==> config.mk <==
export PLATFORM = sky130hd
export DESIGN_NAME = operand_stage
export DESIGN_NICKNAME = d
export VERILOG_FILES = /design/src/rtl/operand_stage.sv
export SDC_FILE = /design/constraint.sdc
export NUM_CORES = 1
export LEC_CHECK = 0
export ABC_AREA = 1
export BUFFER_PORTS_ARGS = -buffer_cell sky130_fd_sc_hd__buf_4
export CAP_MARGIN = 0
export CORE_AREA = 2 2 131 133
export CTS_CLUSTER_DIAMETER = 80
export DETAILED_ROUTE_END_ITERATION = 8
export DIE_AREA = 0 0 133 135
export PLACE_DENSITY_LB_ADDON = 0.05
export SLEW_MARGIN = 20
export SYNTH_ARGS = -nofsm -noshare
export SYNTH_HDL_FRONTEND = slang
export SYNTH_SLANG_ARGS = --single-unit
==> constraint.sdc <==
create_clock -name clk_i -period 2.2 [get_ports clk_i]
set_input_delay 0.11 -clock clk_i [delete_from_list [all_inputs] [get_ports clk_i]]
set_output_delay 0.11 -clock clk_i [all_outputs]
set_load 0.02 [all_outputs]
==> src/rtl/operand_stage.sv <==
// operand_stage: ID->EX pipeline register of the RV32 core.
//
// Drives the register-file read addresses straight from the decoded
// instruction, resolves each source operand (x0 forced to zero, same-cycle
// writeback bypass) and captures the result into the EX-side register.
// A load held in EX whose rd is read by the instruction waiting in ID
// causes a single bubble; the load value itself is forwarded later in EX.
//
// Ports
//   clk_i, reset_n_i           clock, synchronous active-low reset
//   id_valid_i / id_ready_o    decode handshake
//   id_pc_i, id_imm_i          PC and immediate of the decoded instruction
//   id_rs1_i, id_rs2_i, id_rd_i, id_uses_rs1_i, id_uses_rs2_i,
//   id_rd_we_i, id_is_load_i   register usage of the decoded instruction
//   rf_rs1_o, rf_rs2_o         register-file read addresses
//   rf_data_rs1_i/rs2_i        register-file read data
//   wb_we_i, wb_rd_i, wb_data_i  writeback port (also writes the regfile)
//   flush_i                    kill held and incoming instruction
//   ex_valid_o / ex_ready_i    execute handshake
//   ex_pc_o, ex_imm_o, ex_op1_o, ex_op2_o, ex_rd_o, ex_rd_we_o,
//   ex_is_load_o               captured payload
//   load_use_stall_o           status: load-use stall in progress
//
// State | meaning
// EMPTY | no instruction held, ex_valid_o = 0
// FULL  | instruction held for EX, ex_valid_o = 1
module operand_stage #(
  parameter int unsigned XLEN = 32
) (
  input  logic            clk_i,
  input  logic            reset_n_i,
  input  logic            id_valid_i,
  output logic            id_ready_o,
  input  logic [XLEN-1:0] id_pc_i,
  input  logic [XLEN-1:0] id_imm_i,
  input  logic [4:0]      id_rs1_i,
  input  logic [4:0]      id_rs2_i,
  input  logic [4:0]      id_rd_i,
  input  logic            id_uses_rs1_i,
  input  logic            id_uses_rs2_i,
  input  logic            id_rd_we_i,
  input  logic            id_is_load_i,
  output logic [4:0]      rf_rs1_o,
  output logic [4:0]      rf_rs2_o,
  input  logic [XLEN-1:0] rf_data_rs1_i,
  input  logic [XLEN-1:0] rf_data_rs2_i,
  input  logic            wb_we_i,
  input  logic [4:0]      wb_rd_i,
  input  logic [XLEN-1:0] wb_data_i,
  input  logic            flush_i,
  output logic            ex_valid_o,
  input  logic            ex_ready_i,
  output logic [XLEN-1:0] ex_pc_o,
  output logic [XLEN-1:0] ex_imm_o,
  output logic [XLEN-1:0] ex_op1_o,
  output logic [XLEN-1:0] ex_op2_o,
  output logic [4:0]      ex_rd_o,
  output logic            ex_rd_we_o,
  output logic            ex_is_load_o,
  output logic            load_use_stall_o
);

  typedef enum logic {EMPTY = 1'b0, FULL = 1'b1} state_e;

  state_e          state_q, state_d;
  logic [XLEN-1:0] pc_q, pc_d, imm_q, imm_d, op1_q, op1_d, op2_q, op2_d;
  logic [4:0]      rd_q, rd_d;
  logic            rd_we_q, rd_we_d, is_load_q, is_load_d;

  logic            ex_valid;
  logic            hazard;
  logic            advance;
  logic [XLEN-1:0] op1_res, op2_res;

  // The register file only commits a write at the clock edge, so a value
  // being written this cycle must be taken from the writeback port.
  function automatic logic [XLEN-1:0] resolve(input logic [4:0]      rs,
                                              input logic [XLEN-1:0] rf_data,
                                              input logic            we,
                                              input logic [4:0]      wrd,
                                              input logic [XLEN-1:0] wdata);
    if (rs == 5'd0)
      return '0;
    else if (we && (wrd == rs))
      return wdata;
    else
      return rf_data;
  endfunction

  assign rf_rs1_o = id_rs1_i;
  assign rf_rs2_o = id_rs2_i;

  assign op1_res = resolve(id_rs1_i, rf_data_rs1_i, wb_we_i, wb_rd_i, wb_data_i);
  assign op2_res = resolve(id_rs2_i, rf_data_rs2_i, wb_we_i, wb_rd_i, wb_data_i);

  assign ex_valid = (state_q == FULL);

  // Deliberately independent of id_valid_i so id_ready_o has no path from it.
  assign hazard = ex_valid && is_load_q && rd_we_q && (rd_q != 5'd0) &&
                  ((id_uses_rs1_i && (id_rs1_i == rd_q)) ||
                   (id_uses_rs2_i && (id_rs2_i == rd_q)));

  assign advance          = !ex_valid || ex_ready_i;
  assign id_ready_o       = reset_n_i && advance && !hazard && !flush_i;
  assign load_use_stall_o = hazard && id_valid_i;

  always_comb begin
    state_d   = state_q;
    pc_d      = pc_q;
    imm_d     = imm_q;
    op1_d     = op1_q;
    op2_d     = op2_q;
    rd_d      = rd_q;
    rd_we_d   = rd_we_q;
    is_load_d = is_load_q;
    if (flush_i) begin
      state_d = EMPTY;
    end else if (id_valid_i && id_ready_o) begin
      state_d   = FULL;
      pc_d      = id_pc_i;
      imm_d     = id_imm_i;
      op1_d     = op1_res;
      op2_d     = op2_res;
      rd_d      = id_rd_i;
      rd_we_d   = id_rd_we_i;
      is_load_d = id_is_load_i;
    end else if (advance) begin
      // Either nothing offered or a hazard: the held payload is gone, bubble.
      state_d = EMPTY;
    end
  end

  always_ff @(posedge clk_i) begin
    if (!reset_n_i) begin
      state_q   <= EMPTY;
      pc_q      <= '0;
      imm_q     <= '0;
      op1_q     <= '0;
      op2_q     <= '0;
      rd_q      <= '0;
      rd_we_q   <= 1'b0;
      is_load_q <= 1'b0;
    end else begin
      state_q   <= state_d;
      pc_q      <= pc_d;
      imm_q     <= imm_d;
      op1_q     <= op1_d;
      op2_q     <= op2_d;
      rd_q      <= rd_d;
      rd_we_q   <= rd_we_d;
      is_load_q <= is_load_d;
    end
  end

  assign ex_valid_o   = ex_valid;
  assign ex_pc_o      = pc_q;
  assign ex_imm_o     = imm_q;
  assign ex_op1_o     = op1_q;
  assign ex_op2_o     = op2_q;
  assign ex_rd_o      = rd_q;
  assign ex_rd_we_o   = rd_we_q;
  assign ex_is_load_o = is_load_q;

endmodule
# After elaboration in Yosys (flattened, before gate mapping)
# Index checks and enable logic that the tools add are counted.
# totals
out_inout_bits	148
input_bits	190
regBits	136
wordCells	44
# classes
n_reduce_logical	24
mux	6
n_bitwise	2
n_eq_ne	4
# ops
cell	count
32-bit 2-to-1 mux	4
5-bit == test	4
1-bit logical AND	13
5-bit zero test	2
5-bit nonzero test	1
1-bit zero test	3
1-bit logical OR	2
1-bit 2-to-1 mux	2
1-bit NOT	2
2-bit AND reduction	1
2-bit nonzero test	1
2-bit OR reduction	1

# Logic depth before layout (Yosys ltp)
# logic_depth
word_depth	9
mapped_depth	14
ltp_nobuf	11

# Worst setup path after synthesis
# Ideal clock, no wire load.
# synth_timing
kind	flip-flop to flip-flop
startpoint	register rd_q[1] (netlist: ex_rd_o[1])
endpoint	register imm_q[0] (netlist: ex_imm_o[0])
path_stages_with_launch	15
synth_period_minus_slack_ns	1.650
path_buffers	3
required_time_ns	2.087
arrival_time_ns	1.537
setup_ns	0.113
slack_ns	0.550
path_cell_list	dfxtp_1 > inv_1 > nand2_1 > nand2_1 > nor2_1 > nand3_1 > nand2_1 > nand2_1 > nand3_1 > buf_4 > buf_6 > buf_6 > nand2_1 > nand2_1 > nor2_1
# synth_between
elab_chain_cells	9
word_cells_on_any_way	13
classes_between	eq/ne: 2; reduce/logical: 11
# synth_lines
item	line_no	text
start: declaration	67	logic [4:0] rd_q, rd_d;
start signal: assignment	149	rd_q <= rd_d;
5-bit == test, on equally long branches	100, 101	
1-bit logical AND, on equally long branches	100, 101	
1-bit logical OR	100	((id_uses_rs1_i && (id_rs1_i == rd_q)) ||
1-bit logical AND (*)	99	assign hazard = ex_valid && is_load_q && rd_we_q && (rd_q != 5'd0) &&
1-bit zero test (*)	104	assign id_ready_o = reset_n_i && advance && !hazard && !flush_i;
1-bit logical AND (*) (2 in series)	104	
1-bit logical AND (*)	118	end else if (id_valid_i && id_ready_o) begin
2-bit AND reduction (no source line) (*)	n/a	
end signal: assignment	146	imm_q <= imm_d;
end: declaration	66	logic [XLEN-1:0] pc_q, pc_d, imm_q, imm_d, op1_q, op1_d, op2_q, op2_d;
# Every way passes the cells marked *; elsewhere a longest branch is shown, timed or not.
# A chain may end at the register's enable or synchronous reset.

# Final worst setup path
# layout_timing
startpoint	register rd_q[0] (netlist: ex_rd_o[0])
endpoint	register pc_q[11] (netlist: ex_pc_o[11])
# layout_between
elab_chain_cells	9
word_cells_on_any_way	13
classes_between	eq/ne: 2; reduce/logical: 11
# layout_lines
item	line_no	text
5-bit == test, on equally long branches	100, 101	
1-bit logical AND, on equally long branches	100, 101	
1-bit logical OR	100	
1-bit logical AND (*)	99	
1-bit zero test (*)	104	
1-bit logical AND (*) (2 in series)	104	
1-bit logical AND (*)	118	
2-bit AND reduction (no source line) (*)	n/a	
end signal: assignment	145	pc_q <= pc_d;
end: declaration	66	
# Marks and branches as above.

==> metrics.cfg <==
[outcome]
status = finished, final reports clean

[synthesis]
synth-edff-count = 0
muxShareOfSynthArea = 0
ys_types = 19
yosys_warnings = 0
syn_nets = 1447
syn_area_um2 = 7253
synthAdderAreaFrac = 0
synthSimpleGateAreaFrac = 0.4319
ys_seq_elements = 136
yosysMostFrequentCell = nand2_1
synthCells = 1257
synth_top_cells_by_count = nand2_1, nor2_1, inv_1, dfxtp_1, a21oi_1
synth-seq-area-share = 0.3754
synth_compound_area_frac = 0.02915
postSynthAreaPerCell_um2 = 5.770
ys_async_sr_fraction = 0
ys.flop_type = dfxtp_1
synth-xor-area-share = 0
netlist.area_leader.share = 0.3754
synth_top_family_by_area = simple AND/OR/NAND/NOR gates
synth.area.top_cells = dfxtp_1, nand2_1, nor2_1
synth.largest_area_cell = dfxtp_1

[setup_path]
crit_type = reg2reg
crit_path_end_kind = register
r2r_cells = 12
start_kind = register
ff2ff_setup_slack_ns = 0.35
reg2reg_to = ex_pc_o[11]$_SDFFE_PN0P_
crit_fanout = 83
r2r-start = ex_rd_o[0]$_SDFFE_PN0P_
required_ns = 2.51
crit_arrival_ns = 2.16
startpoint = ex_rd_o[0]$_SDFFE_PN0P_

[detailed_routing]
drcViolationCount = 0
ant_nets = 0
routed_wirelength_um = 24520
vias_per_cell = 4.481
first_iter_violations = 417
dr.pass1.iters = 5
avgRoutedWirePerCell_um = 13.23
vias = 8303

[final_layout]
fill_cells = 1485
areaGrowthSynthToFinish_pct = 53.63
multi_input_area_um2 = 3369
drive_above_1_share = 0.2394
layout.nets = 1810
n_antenna_cell = 0
regArea_um2 = 2723

[floorplanning]
die_w_um = 133
start_util = 0.4421
io-pin-count = 338
die-area_um2 = 17960
core_region_area_um2 = 16410
die_y_um = 135
rows = 47

[clock_network]
cts_sinks = 136
clkLatencyLatePin_ns = 0.43
cts-resized-gates = 0
path_clk_slew_ns = 0.06
cts_tree = built
cts.path.max_buffers = 2
htreeDepth = 4
cts_inserted_buffers = 17
root_buffer = clkbuf_16

[sta]
fin_skew_ns = 0.01793
period_needed_ns = 1.846
setup_ws_ns = 0.3544
final.setup.tns_ns = 0
rsz0062_at_grt = false
worst_pin_slew_ns = 0.6016
relSlewSlack = 0.5989
drv_slew = 0
hold_slack_ns = 0.04403
clock.fmax_ghz = 0.5418
min_period_over_period = 0.8389
hold_viol = 0
final-setup-viol-count = 0

[global_route]
grt_pass1_vias = 7619
grt_pass1_wl_um = 37800
overflow = 0
antenna_found_initial = 0
track_usage = 0.2642
grt_max_degree = 133

[power]
p_leak_nw = 6.535
peakVddDrop_v = 0.0005640
p_per_area_nw_per_um2 = 645.7

[worst_hold_path]
min_to = ex_op2_o[22]$_SDFFE_PN0P_
worstHoldPathType = in2reg
hold_start = wb_data_i[22]
hold-path-cell-count = 5

[placement]
portBuffers = 337
pre_cts_ws_ns = 0.4177
gp_congestion = 0.9584
dp_hpwl_um = 16460

[run]
cap_violations = 0

## stage by stage
stage,area [um2],power (mW),cells,utilization
global placement,9778,4.033,1748,0.5960
detailed placement,9778,4.042,1748,0.5960
global route,11140,7.526,1853,0.6792
CTS,11140,7.248,1853,0.6792
finish,11140,7.195,1853,0.6792
floorplan,7253,3.429,1257,-
## sequential cells by signal, summed over array words and instances, names as in the netlist
name,flops
ex_rd_o,5
ex_valid_o,1
ex_is_load_o,1
ex_op1_o,32
ex_op2_o,32
ex_rd_we_o,1
ex_pc_o,32
ex_imm_o,32
## final cells by class
type / count / area share
repair buffers: 423 / 0.3070
well taps: 220 / 0.02470
clock buffers: 19 / 0.03975
clock inverters: 13 / 0.01718
flip-flops and latches: 136 / 0.2443
multi-input cells: 850 / 0.3024
inverters: 192 / 0.06468
## routing by layer
layer | GRT usage | part of all wire | up-vias
met5 | 0 | 0 | -
met4 | 0.1039 | 0.029 | 0
met3 | 0.09272 | 0.085 | 49
met2 | 0.4557 | 0.49 | 311
met1 | 0.3004 | 0.40 | 3579
li1 | - | - | 4364
## critical path: stages, from the launching register on
cell	delay, ns
dfxtp_1	0.41
inv_2	0.08
nand2_1	0.06
nand2_1	0.05
nor2_1	0.13
nand3_1	0.08
nand2_1	0.09
nand2_1	0.11
nand3_4	0.12
buf_12	0.31
nand2_1	0.14
nand2_1	0.09
nor2_1	0.05
## cells in the final DEF (no fill, tap or decap), types with 2 or more instances in the layout
cell type,n
o21ai_0,4
nor3_1,3
inv_2,4
dlygate4sd3_1,73
nand3_1,5
clkbuf_16,17
o21bai_1,3
bufinv_16,4
dfxtp_1,136
clkinv_4,4
buf_4,345
buf_12,5
inv_6,3
clkinv_2,2
inv_1,188
nor2_2,4
a21oi_1,31
nand4_1,30
nand2_1,414
nor2_1,351
## where the power goes
part | internal [mW] | switching (mW) | total [mW]
combinational | 0.674 | 0.765 | 1.44
clock | 1.94 | 1.15 | 3.09
sequential | 2.60 | 0.0725 | 2.67
total | 5.21 | 1.99 | 7.19
## worst max path at each step
stage	end	slack [ns]	cells past startpoint
after floorplan	ex_imm_o[0]$_SDFFE_PN0P_	0.55	14
after global placement	ex_op2_o[28]$_SDFFE_PN0P_	0.44	12
after detailed placement	ex_op1_o[7]$_SDFFE_PN0P_	0.42	12
after CTS	load_use_stall_o	0.39	9
after global routing	ex_op1_o[15]$_SDFFE_PN0P_	0.20	12
final	ex_pc_o[11]$_SDFFE_PN0P_	0.35	12
## cells by family (layout without fill, tap and decap cells)
kind of cell,after synthesis,in the layout
AO/OA/AOI/OAI,40,40
buffers and inverters,271,647
flip-flops,136,136
AND/OR/NAND/NOR,810,810
## repair_timing
action	in CTS	in global routing
setup buffers	0	0
hold buffers	73	0
endpoints found under the hold margin	72	0
setup endpoints to repair	0	0
Note: power is estimated with default switching activity, not from simulation.
